$ cat config.mk
export PLATFORM = sky130hd
export DESIGN_NAME = simmem_write_delay_calc
export DESIGN_NICKNAME = d
export VERILOG_FILES = /design/src/rtl/simmem_write_delay_calc.sv
export SDC_FILE = /design/constraint.sdc
export NUM_CORES = 1
export LEC_CHECK = 0
export ABC_AREA = 0
export CORE_MARGIN = 5
export CORE_UTILIZATION = 30
export DETAILED_ROUTE_END_ITERATION = 6
export GPL_TIMING_DRIVEN = 0
export PLACE_DENSITY = 0.46
export SYNTH_ARGS = -nofsm -noshare
export SYNTH_HDL_FRONTEND = slang
export SYNTH_SLANG_ARGS = --single-unit
export TNS_END_PERCENT = 100
$ cat constraint.sdc
create_clock -name clk_i -period 5.9 [get_ports clk_i]
set_input_delay 1.18 -clock clk_i [delete_from_list [all_inputs] [get_ports clk_i]]
set_output_delay 1.18 -clock clk_i [all_outputs]
set_load 0.01 [all_outputs]
$ cat src/rtl/simmem_write_delay_calc.sv
// Write-response delay model for a simulated DRAM: each accepted write holds a slot
// until its row-dependent latency has elapsed and all of its data beats have arrived.
module simmem_write_delay_calc #(
  parameter int NumWSlots         = 6,
  parameter int DelayWidth        = 6,
  parameter int RowHitCost        = 4,
  parameter int PrechargeCost     = 2,
  parameter int ActivationCost    = 1,
  parameter int RowBufferLenWidth = 8
) (
  input  logic        clk_i,
  input  logic        rst_i,
  input  logic        waddr_valid_i,
  output logic        waddr_ready_o,
  input  logic [4:0]  waddr_iid_i,
  input  logic [15:0] waddr_addr_i,
  input  logic [1:0]  waddr_burst_len_i,
  input  logic        wdata_valid_i,
  output logic        wdata_ready_o,
  output logic        release_valid_o,
  output logic [4:0]  release_iid_o,
  input  logic        release_ready_i
);
  localparam int AddrW = 16;
  localparam int IidW  = 5;
  localparam int BeatW = 3;
  localparam int IdxW  = (NumWSlots > 1) ? $clog2(NumWSlots) : 1;
  localparam int CntW  = $clog2(NumWSlots + 1);
  localparam int RowW  = AddrW - RowBufferLenWidth;

  // Per-slot state
  logic [NumWSlots-1:0]                 occ_q, occ_d;
  logic [NumWSlots-1:0][IidW-1:0]       iid_q, iid_d;
  logic [NumWSlots-1:0][DelayWidth-1:0] cnt_q, cnt_d;
  logic [NumWSlots-1:0][BeatW-1:0]      beats_q, beats_d;

  // In-order queue of slots still waiting for write data
  logic [NumWSlots-1:0][IdxW-1:0] fifo_q, fifo_d;
  logic [IdxW-1:0]                head_q, head_d, tail_q, tail_d;
  logic [CntW-1:0]                qcnt_q, qcnt_d;

  logic [RowW-1:0] row_q, row_d;
  logic            row_vld_q, row_vld_d;

  logic [RowW-1:0]       req_row;
  logic [DelayWidth-1:0] delay_m1;
  logic [IdxW-1:0]       alloc_idx, rel_idx, head_slot;
  logic [NumWSlots-1:0]  elig;
  logic                  alloc_fire, beat_fire, rel_fire, pop;
  logic                  unused_addr;

  assign unused_addr = ^waddr_addr_i[RowBufferLenWidth-1:0];
  assign req_row     = waddr_addr_i[AddrW-1:RowBufferLenWidth];

  function automatic logic [IdxW-1:0] ptr_inc(input logic [IdxW-1:0] p);
    return (p == IdxW'(NumWSlots - 1)) ? '0 : p + IdxW'(1);
  endfunction

  always_comb begin
    if (!row_vld_q)             delay_m1 = DelayWidth'(ActivationCost + RowHitCost - 1);
    else if (req_row == row_q)  delay_m1 = DelayWidth'(RowHitCost - 1);
    else                        delay_m1 = DelayWidth'(PrechargeCost + ActivationCost + RowHitCost - 1);
  end

  // Lowest-index free slot and lowest-index eligible slot
  always_comb begin
    alloc_idx = '0;
    rel_idx   = '0;
    for (int i = NumWSlots - 1; i >= 0; i--) begin
      elig[i] = occ_q[i] && (cnt_q[i] == '0) && (beats_q[i] == '0);
      if (!occ_q[i]) alloc_idx = IdxW'(i);
      if (elig[i])   rel_idx   = IdxW'(i);
    end
  end

  assign waddr_ready_o   = ~&occ_q;
  assign wdata_ready_o   = (qcnt_q != '0);
  assign release_valid_o = |elig;
  assign release_iid_o   = release_valid_o ? iid_q[rel_idx] : '0;

  assign head_slot  = fifo_q[head_q];
  assign alloc_fire = waddr_valid_i & waddr_ready_o;
  assign beat_fire  = wdata_valid_i & wdata_ready_o;
  assign rel_fire   = release_valid_o & release_ready_i;
  assign pop        = beat_fire && (beats_q[head_slot] == BeatW'(1));

  always_comb begin
    occ_d     = occ_q;
    iid_d     = iid_q;
    cnt_d     = cnt_q;
    beats_d   = beats_q;
    fifo_d    = fifo_q;
    head_d    = head_q;
    tail_d    = tail_q;
    row_d     = row_q;
    row_vld_d = row_vld_q;
    for (int i = 0; i < NumWSlots; i++)
      if (cnt_q[i] != '0) cnt_d[i] = cnt_q[i] - DelayWidth'(1);
    // Beats only reach the pre-existing head; a slot allocated this cycle is never the head yet
    if (beat_fire) beats_d[head_slot] = beats_q[head_slot] - BeatW'(1);
    if (pop)       head_d = ptr_inc(head_q);
    if (rel_fire)  occ_d[rel_idx] = 1'b0;
    if (alloc_fire) begin
      occ_d[alloc_idx]   = 1'b1;
      iid_d[alloc_idx]   = waddr_iid_i;
      cnt_d[alloc_idx]   = delay_m1;
      beats_d[alloc_idx] = BeatW'(waddr_burst_len_i) + BeatW'(1);
      fifo_d[tail_q]     = alloc_idx;
      tail_d             = ptr_inc(tail_q);
      row_d              = req_row;
      row_vld_d          = 1'b1;
    end
    qcnt_d = qcnt_q + CntW'(alloc_fire) - CntW'(pop);
  end

  always_ff @(posedge clk_i) begin
    if (rst_i) begin
      occ_q     <= '0;
      iid_q     <= '0;
      cnt_q     <= '0;
      beats_q   <= '0;
      fifo_q    <= '0;
      head_q    <= '0;
      tail_q    <= '0;
      qcnt_q    <= '0;
      row_q     <= '0;
      row_vld_q <= 1'b0;
    end else begin
      occ_q     <= occ_d;
      iid_q     <= iid_d;
      cnt_q     <= cnt_d;
      beats_q   <= beats_d;
      fifo_q    <= fifo_d;
      head_q    <= head_d;
      tail_q    <= tail_d;
      qcnt_q    <= qcnt_d;
      row_q     <= row_d;
      row_vld_q <= row_vld_d;
    end
  end
endmodule

==> results.cfg <==
[synthesis]
synthTopCellsByArea = dfxtp_1 38%, mux2i_1 7.5%, nand2_1 7.4%
synth_flop_cell = dfxtp_1
synth_top_area_share_pct = 38.36
syn-num-nets = 861
synth-edff-count = 0
synthCells = 815
async_flop_share_pct = 0
ys.warnings.count = 0
ys_ff_latch = 126
yosysMostFrequentCell = nand2_1
synthesis.area_um2 = 6575
ys_types = 65
syn_area_per_cell_um2 = 8.068
ys_seq_area_share_pct = 38.36
synth_largest_area_cell = dfxtp_1
synth_common_cells = 129 x nand2_1, 126 x dfxtp_1, 110 x nor2_1

[power]
pwr-share-seq_pct = 34.0
power_switching_mw = 1.083
irDropWorstVdd_v = 0.0002081
p_leak_nw = 3.128
switching_share_pct = 33.43
p_int_mw = 2.157
power_frac_clock_pct = 34.8
powerDensity_nw_per_um2 = 414.3
combPwrFrac_pct = 31.2

[timing]
setup_viol_count_final = 0
finalClockSkew_ns = 0.01108
fin_tns_setup_ns = 0
max_freq_mhz = 206.2
min_period_over_period_pct = 82.19
setup_slack_ns = 1.051
min_period_ns = 4.849
drv_slew = 0
rsz0062_at_grt = false
hold_viol = 0
relSlewSlack_pct = 26.69
tightest_slew_ns = 1.090

[detailed_routing]
first_pass_iters = 5
routed_wl_um = 19230
drtIter0Drc = 249
drtAntennaViolNets = 0
viasPerCell = 4.829
vias = 5568
drc_errors = 0
routedWlPerCell_um = 16.67

[grt]
grt_max_degree = 17
grt_pass1_vias = 5488
grt_pass1_wl_um = 30660
antenna_found_initial = 0
grt_overflow = 0
grt_usage_pct = 15.89

[worst_setup_path]
cp_data_arrival_time_ns = 3.67
cp_max_fo = 10
worst_setup_path_start_kind = flop
critPathRequiredTime_ns = 4.72
cp-end-kind = output port
crit_type = reg2out

[layout]
antennaDiodeCount = 0
area_growth_syn_to_layout_pct = 18.93
n_fill_cell = 2271
drive_above_1_share_pct = 6.644
nets = 906

[clock_tree]
cts.root.buffer_cell = clkbuf_16
clock-sinks = 126
htree_num_levels = 4
clk_pin_slew_ns = 0.06
ctsHoldBuffers = 0
clk_latency_ns = 0.42
tritoncts = yes
clock_path_buffers = 2
cts_resized = 0
numCtsBuffers = 17
post_cts_buffers = 0

[placed_design]
place.gp.congestion = 0.8339
portBuffers = 26
place_ws_ns = 1.541
dp_hpwl_um = 14230

[floorplanning]
io_pins = 36
coreArea_um2 = 21690
row_count = 54
dieArea_um2 = 24980
die_height_um = 158.0
die-width_um = 158.0
initial_core_util_pct = 30.32

[status]
status = complete, no violations

[worst_hold_path]
hp-class = reg2reg

[run]
drv_cap = 0
-- cell families (layout without fill, tap and decap cells) --
group / Yosys count / count (layout) / synth area share, %
mux: 56 / 56 / 9.096
compound gates: 148 / 148 / 14.25
buf+inv: 71 / 129 / 4.243
xor+xnor: 43 / 43 / 5.728
flops: 126 / 126 / 38.36
simple gates: 353 / 353 / 24.78
fa+ha+maj: 18 / 18 / 3.539
-- worst max-delay path, cell delays in order, from the launching register on --
cell	delay, ns
dfxtp_1	0.41
nor4b_1	0.50
nand4b_1	0.27
and3_1	0.28
o221ai_1	0.30
buf_2	0.36
mux2i_1	0.12
o21a_1	0.18
nor3_1	0.23
clkdlybuf4s50_1	0.60
-- area by class of cell --
type | instances | area, um^2 | area share (%)
multi-input cells | 618 | 3774 | 48.26
flip-flops and latches | 126 | 2522 | 32.26
clock buffers | 21 | 480.5 | 6.144
well taps | 280 | 350.3 | 4.480
repair buffers | 26 | 260.3 | 3.328
plain buffers | 45 | 181.4 | 2.320
clock inverters | 11 | 153.9 | 1.968
inverters | 26 | 97.59 | 1.248
-- power groups by stage --
stage	Combinational, mW	Sequential [mW]	Clock [mW]
global route	1.16	1.12	1.18
finish	1.01	1.10	1.13
floorplan	0.791	1.09	0
CTS	1.02	1.10	1.15
detailed placement	1.01	1.12	0
global placement	1.01	1.12	0
-- metal layers --
metal  track usage (%)  part of all wire, %  up-vias  wire length (um)
met5                 0                    0        -                 0
met4             4.630                  1.4        0               277
met3             2.515                  3.6       24               694
met2             24.91                   44       98              8500
met1             22.60                   51     2569              9753
li1                  -                    -     2877                 -
-- sequential cells by signal (all words and copies together), names as in the netlist --
name	count
beats_q	18
cnt_q	36
fifo_q	18
head_q	3
iid_q	30
occ_q	6
qcnt_q	3
row_q	8
row_vld_q	1
tail_q	3
-- worst paths after layout --
check,startpoint,end,slack [ns],depth (start not counted)
min,iid_q[10],iid_q[10],0.45,2
max reg2reg,head_q[1],qcnt_q[2],1.88,19
max,occ_q[4],release_iid_o[1],1.05,9
min reg2reg,iid_q[10],iid_q[10],0.45,2
-- per-stage QoR --
step	power, mW	hold WS (ns)	cells	cell area [um^2]	util, %
CTS	3.276	0.4545	1153	7820	36.06
detailed placement	2.131	0.4465	1121	7186	33.13
global placement	2.132	0.4397	1121	7186	33.13
floorplan	1.885	0.4317	815	6575	-
global route	3.464	0.4720	1153	7820	36.06
finish	3.240	0.4515	1153	7820	36.06
-- placed cells by master, fill, tap and decap left out, types with 3 or more instances in the layout --
master and count:
xor2_1 20, bufinv_16 3, and3_1 12, or3_1 11
or2_2 4, nand2_1 129, a21oi_1 77, and2_1 8
ha_1 17, nor2b_1 7, clkbuf_16 17, nor3_1 22
o21a_1 4, o211ai_1 8, clkbuf_8 4, nor2_1 110
a211oi_1 9, o22ai_1 5, nand2b_1 7, nor4_1 5
mux2i_1 49, a21o_1 7, nor4b_1 5, o21ai_0 14
xnor2_1 23, buf_2 3, nand3_1 13, clkdlybuf4s50_1 26
nand4b_1 4, inv_1 26, mux2_2 3, nor3b_1 4
clkbuf_1 38, dfxtp_1 126, inv_6 3, a32oi_1 3
Note: power is estimated with default switching activity, not from simulation.
